File: src/rtl/ifu_fetch.sv
// ifu_fetch: instruction fetch stage feeding decode.
// Owns the fetch PC and issues one aligned read at a time to instruction memory.
//
// Ports:
//   clk, rst                 clock; asynchronous active-low reset
//   redirect_valid/_pc       PC change from execute (jal/branch); flushes in-flight fetch
//   imem_req_valid/ready     read request handshake; imem_req_addr is the fetch PC
//   imem_rsp_valid/data/err  read response (one per accepted request, latency >= 1)
//   out_valid/ready          handshake to decode
//   out_inst/out_pc          fetched word and its PC
//   out_fault                fetch fault (misaligned PC or access error)
module ifu_fetch #(
    parameter int ADDR_WIDTH = 64,
    parameter int INST_WIDTH = 32,
    parameter logic [ADDR_WIDTH-1:0] PC_RST = 'h8000_0000
) (
    input  logic                  clk,
    input  logic                  rst,
    input  logic                  redirect_valid,
    input  logic [ADDR_WIDTH-1:0] redirect_pc,
    output logic                  imem_req_valid,
    input  logic                  imem_req_ready,
    output logic [ADDR_WIDTH-1:0] imem_req_addr,
    input  logic                  imem_rsp_valid,
    input  logic [INST_WIDTH-1:0] imem_rsp_data,
    input  logic                  imem_rsp_err,
    output logic                  out_valid,
    input  logic                  out_ready,
    output logic [INST_WIDTH-1:0] out_inst,
    output logic [ADDR_WIDTH-1:0] out_pc,
    output logic                  out_fault
);

    typedef enum logic [2:0] {
        S_REQ,
        S_WAIT,
        S_HOLD,
        S_DROP,
        S_STALL
    } state_e;

    state_e                  state;
    state_e                  stateNext;
    logic [ADDR_WIDTH-1:0]   pc;
    logic [ADDR_WIDTH-1:0]   pcNext;
    logic                    misFlag;
    logic                    misNext;
    logic [INST_WIDTH-1:0]   outInstQ;
    logic [ADDR_WIDTH-1:0]   outPcQ;
    logic                    outFaultQ;

    logic                    reqValidInt;
    logic                    reqFire;
    logic                    redirMis;
    logic                    rspOwed;
    logic                    advancePc;
    logic                    capRsp;
    logic                    capMisRedir;
    logic                    capMisDrop;

    // Internal request strobe; the port copy is additionally held low
    // while reset is asserted so the bus sees nothing during reset.
    assign reqValidInt = (state == S_REQ) && !misFlag;
    assign reqFire     = reqValidInt && imem_req_ready;
    assign redirMis    = (redirect_pc[1:0] != 2'b00);

    // A response is still owed to us after this cycle: either a request is
    // being accepted right now, or an accepted one has not come back yet.
    assign rspOwed = ((state == S_REQ) && reqFire)
                  || ((state == S_WAIT) && !imem_rsp_valid)
                  || ((state == S_DROP) && !imem_rsp_valid);

    assign advancePc = !redirect_valid && (state == S_HOLD)
                    && out_ready && !outFaultQ;

    assign capRsp = !redirect_valid && (state == S_WAIT) && imem_rsp_valid;

    // Misaligned target with nothing outstanding: fault is presented at once.
    assign capMisRedir = redirect_valid && !rspOwed && redirMis;

    // Misaligned target that had to wait for a stale response to drain.
    assign capMisDrop = !redirect_valid && (state == S_DROP)
                     && imem_rsp_valid && misFlag;

    // State register
    always_ff @(posedge clk or negedge rst) begin
        if (!rst) begin
            state <= S_REQ;
        end else begin
            state <= stateNext;
        end
    end

    // Next-state logic; redirect overrides every other event.
    always_comb begin
        stateNext = state;
        if (redirect_valid) begin
            if (rspOwed) begin
                stateNext = S_DROP;
            end else if (redirMis) begin
                stateNext = S_HOLD;
            end else begin
                stateNext = S_REQ;
            end
        end else begin
            unique case (state)
                S_REQ: begin
                    if (reqFire) begin
                        stateNext = S_WAIT;
                    end
                end
                S_WAIT: begin
                    if (imem_rsp_valid) begin
                        stateNext = S_HOLD;
                    end
                end
                S_HOLD: begin
                    if (out_ready) begin
                        stateNext = outFaultQ ? S_STALL : S_REQ;
                    end
                end
                S_DROP: begin
                    if (imem_rsp_valid) begin
                        stateNext = misFlag ? S_HOLD : S_REQ;
                    end
                end
                S_STALL: begin
                    stateNext = S_STALL;
                end
                default: begin
                    stateNext = S_REQ;
                end
            endcase
        end
    end

    // Output logic; everything decode sees comes from registers.
    always_comb begin
        imem_req_valid = rst && reqValidInt;
        imem_req_addr  = pc;
        out_valid      = (state == S_HOLD);
        out_inst       = outInstQ;
        out_pc         = outPcQ;
        out_fault      = outFaultQ;
    end

    // Fetch PC and misaligned flag
    always_comb begin
        pcNext  = pc;
        misNext = misFlag;
        if (redirect_valid) begin
            pcNext  = redirect_pc;
            misNext = redirMis;
        end else if (advancePc) begin
            pcNext = pc + ADDR_WIDTH'(4);
        end
    end

    always_ff @(posedge clk or negedge rst) begin
        if (!rst) begin
            pc      <= PC_RST;
            misFlag <= 1'b0;
        end else begin
            pc      <= pcNext;
            misFlag <= misNext;
        end
    end

    // Instruction holding register presented to decode
    always_ff @(posedge clk or negedge rst) begin
        if (!rst) begin
            outInstQ  <= '0;
            outPcQ    <= '0;
            outFaultQ <= 1'b0;
        end else if (capRsp) begin
            outInstQ  <= imem_rsp_data;
            outPcQ    <= pc;
            outFaultQ <= imem_rsp_err;
        end else if (capMisRedir) begin
            outInstQ  <= '0;
            outPcQ    <= redirect_pc;
            outFaultQ <= 1'b1;
        end else if (capMisDrop) begin
            outInstQ  <= '0;
            outPcQ    <= pc;
            outFaultQ <= 1'b1;
        end
    end

    // A response with no request outstanding is a memory-side bug.
    rspProtocol: assert property (
        @(posedge clk) disable iff (!rst)
        !(imem_rsp_valid && (state == S_REQ || state == S_STALL))
    );

    // An offered request keeps its address until taken, unless redirected.
    reqStable: assert property (
        @(posedge clk) disable iff (!rst)
        (imem_req_valid && !imem_req_ready && !redirect_valid)
        |=> (imem_req_valid && $stable(imem_req_addr))
    );

endmodule
File: config.mk
export PLATFORM = sky130hd
export DESIGN_NAME = ifu_fetch
export DESIGN_NICKNAME = d
export VERILOG_FILES = /design/src/rtl/ifu_fetch.sv
export SDC_FILE = /design/constraint.sdc
export NUM_CORES = 1
export LEC_CHECK = 0
export ABC_CLOCK_PERIOD_IN_PS = 2500
export CELL_PAD_IN_SITES_DETAIL_PLACEMENT = 0
export CELL_PAD_IN_SITES_GLOBAL_PLACEMENT = 1
export CORE_MARGIN = 10
export CORE_UTILIZATION = 31
export DETAILED_ROUTE_END_ITERATION = 6
export GPL_TIMING_DRIVEN = 0
export PLACE_DENSITY = 0.82
export SKIP_CTS_REPAIR_TIMING = 1
export SLEW_MARGIN = 20
export SYNTH_ARGS = -nofsm -noshare
export SYNTH_HDL_FRONTEND = slang
export SYNTH_SLANG_ARGS = --single-unit
File: constraint.sdc
create_clock -name clk -period 2.5 [get_ports clk]
set_input_delay 0.75 -clock clk [delete_from_list [all_inputs] [get_ports clk]]
set_output_delay 0.75 -clock clk [all_outputs]
set_load 0.02 [all_outputs]
==> flow_metrics.tcl <==
set metrics [dict create \
    drtIter0Drc 440 \
    final_core_util_pct 47.9 \
    synth_commonest_cells "dfrtp_1 (164), nand2_1 (143), o21ai_0 (117), mux2i_1 (66), clkbuf_1 (51)" \
    fin_crit_ns 2.64 \
    fill_cells 2426 \
    vias 7598 \
    die_y_um 182 \
    ys.flop_type "dfrtp_1" \
    h-tree-depth 4 \
    vias_per_cell 5.04 \
    setup_viol 7 \
    root_buffer "clkbuf_16" \
    p_leak_nw 5.37 \
    status "complete, but fails checks" \
    synth_top_family_by_area "simple AND/OR/NAND/NOR gates" \
    min_path_type "in2async" \
    placed_cell_area_sq_mm 0.0113 \
    synth_cell_types 46 \
    synthSimpleGateAreaFrac_pct 19.2 \
    dp_hpwl_um 22300 \
    slew_headroom_pct 44.5 \
    routedWlPerCell_um 20.7 \
    tightest_slew_ns 0.825 \
    initial_utilization_pct 31.4 \
    ir_worst_vdd_mv 0.354 \
    fp.dieArea_sq_mm 0.0331 \
    fin_hold_ws_ns 0.186 \
    drc 0 \
    row_count 59 \
    clk_path_buf_depth 2 \
    chipWidth_um 182 \
    power.density_mw_per_mm2 759 \
    grt_pass1_vias 7722 \
    ys_warn_count 0 \
    seq_area_frac_synth_pct 50.8 \
    grt_pass1_wl_um 46900 \
    clk_latency_ns 0.43 \
    yosysTopAreaCell "dfrtp_1" \
    critPathMaxFanout 6 \
    tns_ns -0.586 \
    overflow 0 \
    grt_antenna_before_repair 0 \
    grt_util_all_layers_pct 17.7 \
    synth.most_common_cell "dfrtp_1" \
    synthArstFlopShare_pct 100 \
    design_area_sq_mm 0.0124 \
    yosysTopAreaCellShare_pct 50.4 \
    firstDrtPassIters 5 \
    avgSynthCellArea_sq_um 9.73 \
    violations "negative setup slack" \
    worstSetupPathType "reg2reg" \
    drive_gt1_share_pct 13.0 \
    port_buffers 265 \
    arrival_ns 2.97 \
    cpLargestDelayFamily "simple AND/OR/NAND/NOR gates" \
    critPathLaunchType "flop" \
    ant_nets 0 \
    synth-compound-area-share_pct 13.2 \
    syn-num-nets 940 \
    coreArea_sq_mm 0.0259 \
    critPathCaptureType "flop" \
    critPathBufInv 1 \
    path_clk_slew_ns 0.07 \
    synthTopCellsByArea "dfrtp_1 (50%), mux2i_1 (8.1%), o21ai_0 (7.2%)" \
    slew_viol_final 0 \
    synth_edf_count 0 \
    cts_buffers 17 \
    gp_congestion 0.813 \
    rsz0062_at_grt "yes" \
    muxShareOfSynthArea_pct 8.67 \
    syn_inst 836 \
    finalHoldViolCount 0 \
    setup_ws_ns -0.135 \
    worstPathRequired_ns 2.84 \
    synthAdderAreaFrac_pct 0.154 \
    io_pins 266 \
    fmax_mhz 379 \
    cts_tree "done" \
    num-nets-final 1263 \
    grt_max_degree 91 \
    ys_ff_latch 165 \
    slowest_stage "or4_4" \
    worstPathCellList "nand4b_4 > or4_4 > or4b_4 > buf_6 > or3_1 > a31oi_1" \
    period_share_pct 105 \
    area_growth_pct 52.4 \
    fin_skew_ns 0.0118 \
    synthXorXnorAreaFrac_pct 4.63 \
    n_antenna_cell 0 \
    netlist_area_sq_mm 0.00814 \
    wl_um 31200 \
    max_stage_delay_ns 0.62 \
    max-cap-violations 0 \
    clock_sinks 165 \
]
[layer usage]
layer	routed length, um	global-route usage (%)	vias to the layer above
li1	-	-	3633
met1	13800	22.4	3736
met2	15200	29.5	212
met3	1960	5.13	17
met4	233	3.68	0
met5	0	0	-
[area by class of cell]
cell class	instances	area [sq um]	area share (%)
clock buffer	19	443	3.57
timing repair buffer	311	3100	25.0
multi-input combinational	602	3820	30.8
tap	335	419	3.38
buffer	51	288	2.32
clock inverter	13	140	1.13
sequential	165	4150	33.4
inverter	11	45.0	0.363
[flip-flops by register name, summed over array words and instances, names as in the netlist]
name,count
state,3
misFlag,1
out_fault,1
out_pc,64
imem_req_addr,64
out_inst,32
[cell families after synthesis]
kind of cell | count (synthesis)
buffers and inverters | 69
DFF | 165
and+or+nand+nor | 310
xor gates and xnor gates | 43
AOI/OAI and AO/OA | 178
muxes | 70
adders and majority gates | 1
[placed cells by master, fill, tap and decap left out, types with 6 or more instances in the layout]
| master | count |
|---|---|
| or3_1 | 11 |
| nor2_1 | 26 |
| dfrtp_1 | 151 |
| dfrtp_2 | 13 |
| nand3_1 | 22 |
| a31oi_1 | 12 |
| buf_4 | 42 |
| clkbuf_2 | 22 |
| nor4_1 | 15 |
| xor2_1 | 12 |
| nor2b_1 | 9 |
| clkdlybuf4s50_1 | 261 |
| clkbuf_16 | 21 |
| clkbuf_1 | 19 |
| mux2i_1 | 66 |
| nand2_1 | 143 |
| or4_1 | 7 |
| and4_1 | 6 |
| o21ai_0 | 115 |
| a22o_1 | 33 |
| nor3_1 | 15 |
| xnor2_1 | 31 |
| and3_1 | 7 |
| inv_1 | 10 |
| nand4_1 | 23 |
[report_power, final]
| part | internal, mW | leakage, nW | total [mW] | switching, mW |
|---|---|---|---|---|
| registers | 3.15 | 2.03 | 3.54 | 0.384 |
| logic | 1.51 | 3.06 | 3.17 | 1.65 |
| clock network | 1.44 | 0.286 | 2.70 | 1.26 |
| total | 6.11 | 5.37 | 9.41 | 3.30 |
[metrics by stage]
| stage | total power, mW | cells | setup WS [ns] |
|---|---|---|---|
| floorplan | 4.98 | 836 | -0.112 |
| global placement | 6.61 | 1436 | -7.33 |
| global route | 9.89 | 1507 | -0.196 |
| CTS | 9.36 | 1469 | -0.936 |
| finish | 9.41 | 1507 | -0.135 |
| detailed placement | 6.65 | 1437 | -1.27 |
[path summary, 6_finish.rpt]
path,startpoint,end,slack (ns),depth (start not counted)
min in group clk,out_inst[22]$_DFFE_PN0P_,out_inst[22]$_DFFE_PN0P_,0.50,1
max,imem_req_addr[8]$_DFFE_PN0N_,imem_req_addr[56]$_DFFE_PN0N_,-0.14,6
min,rst,out_inst[20]$_DFFE_PN0P_,0.19,1
max in group asynchronous,rst,imem_req_addr[2]$_DFFE_PN0N_,1.77,2
min reg2reg,out_inst[22]$_DFFE_PN0P_,out_inst[22]$_DFFE_PN0P_,0.50,1
max reg2reg,imem_req_addr[8]$_DFFE_PN0N_,imem_req_addr[56]$_DFFE_PN0N_,-0.14,6
No activity file was read; power rests on OpenSTA's default activity.
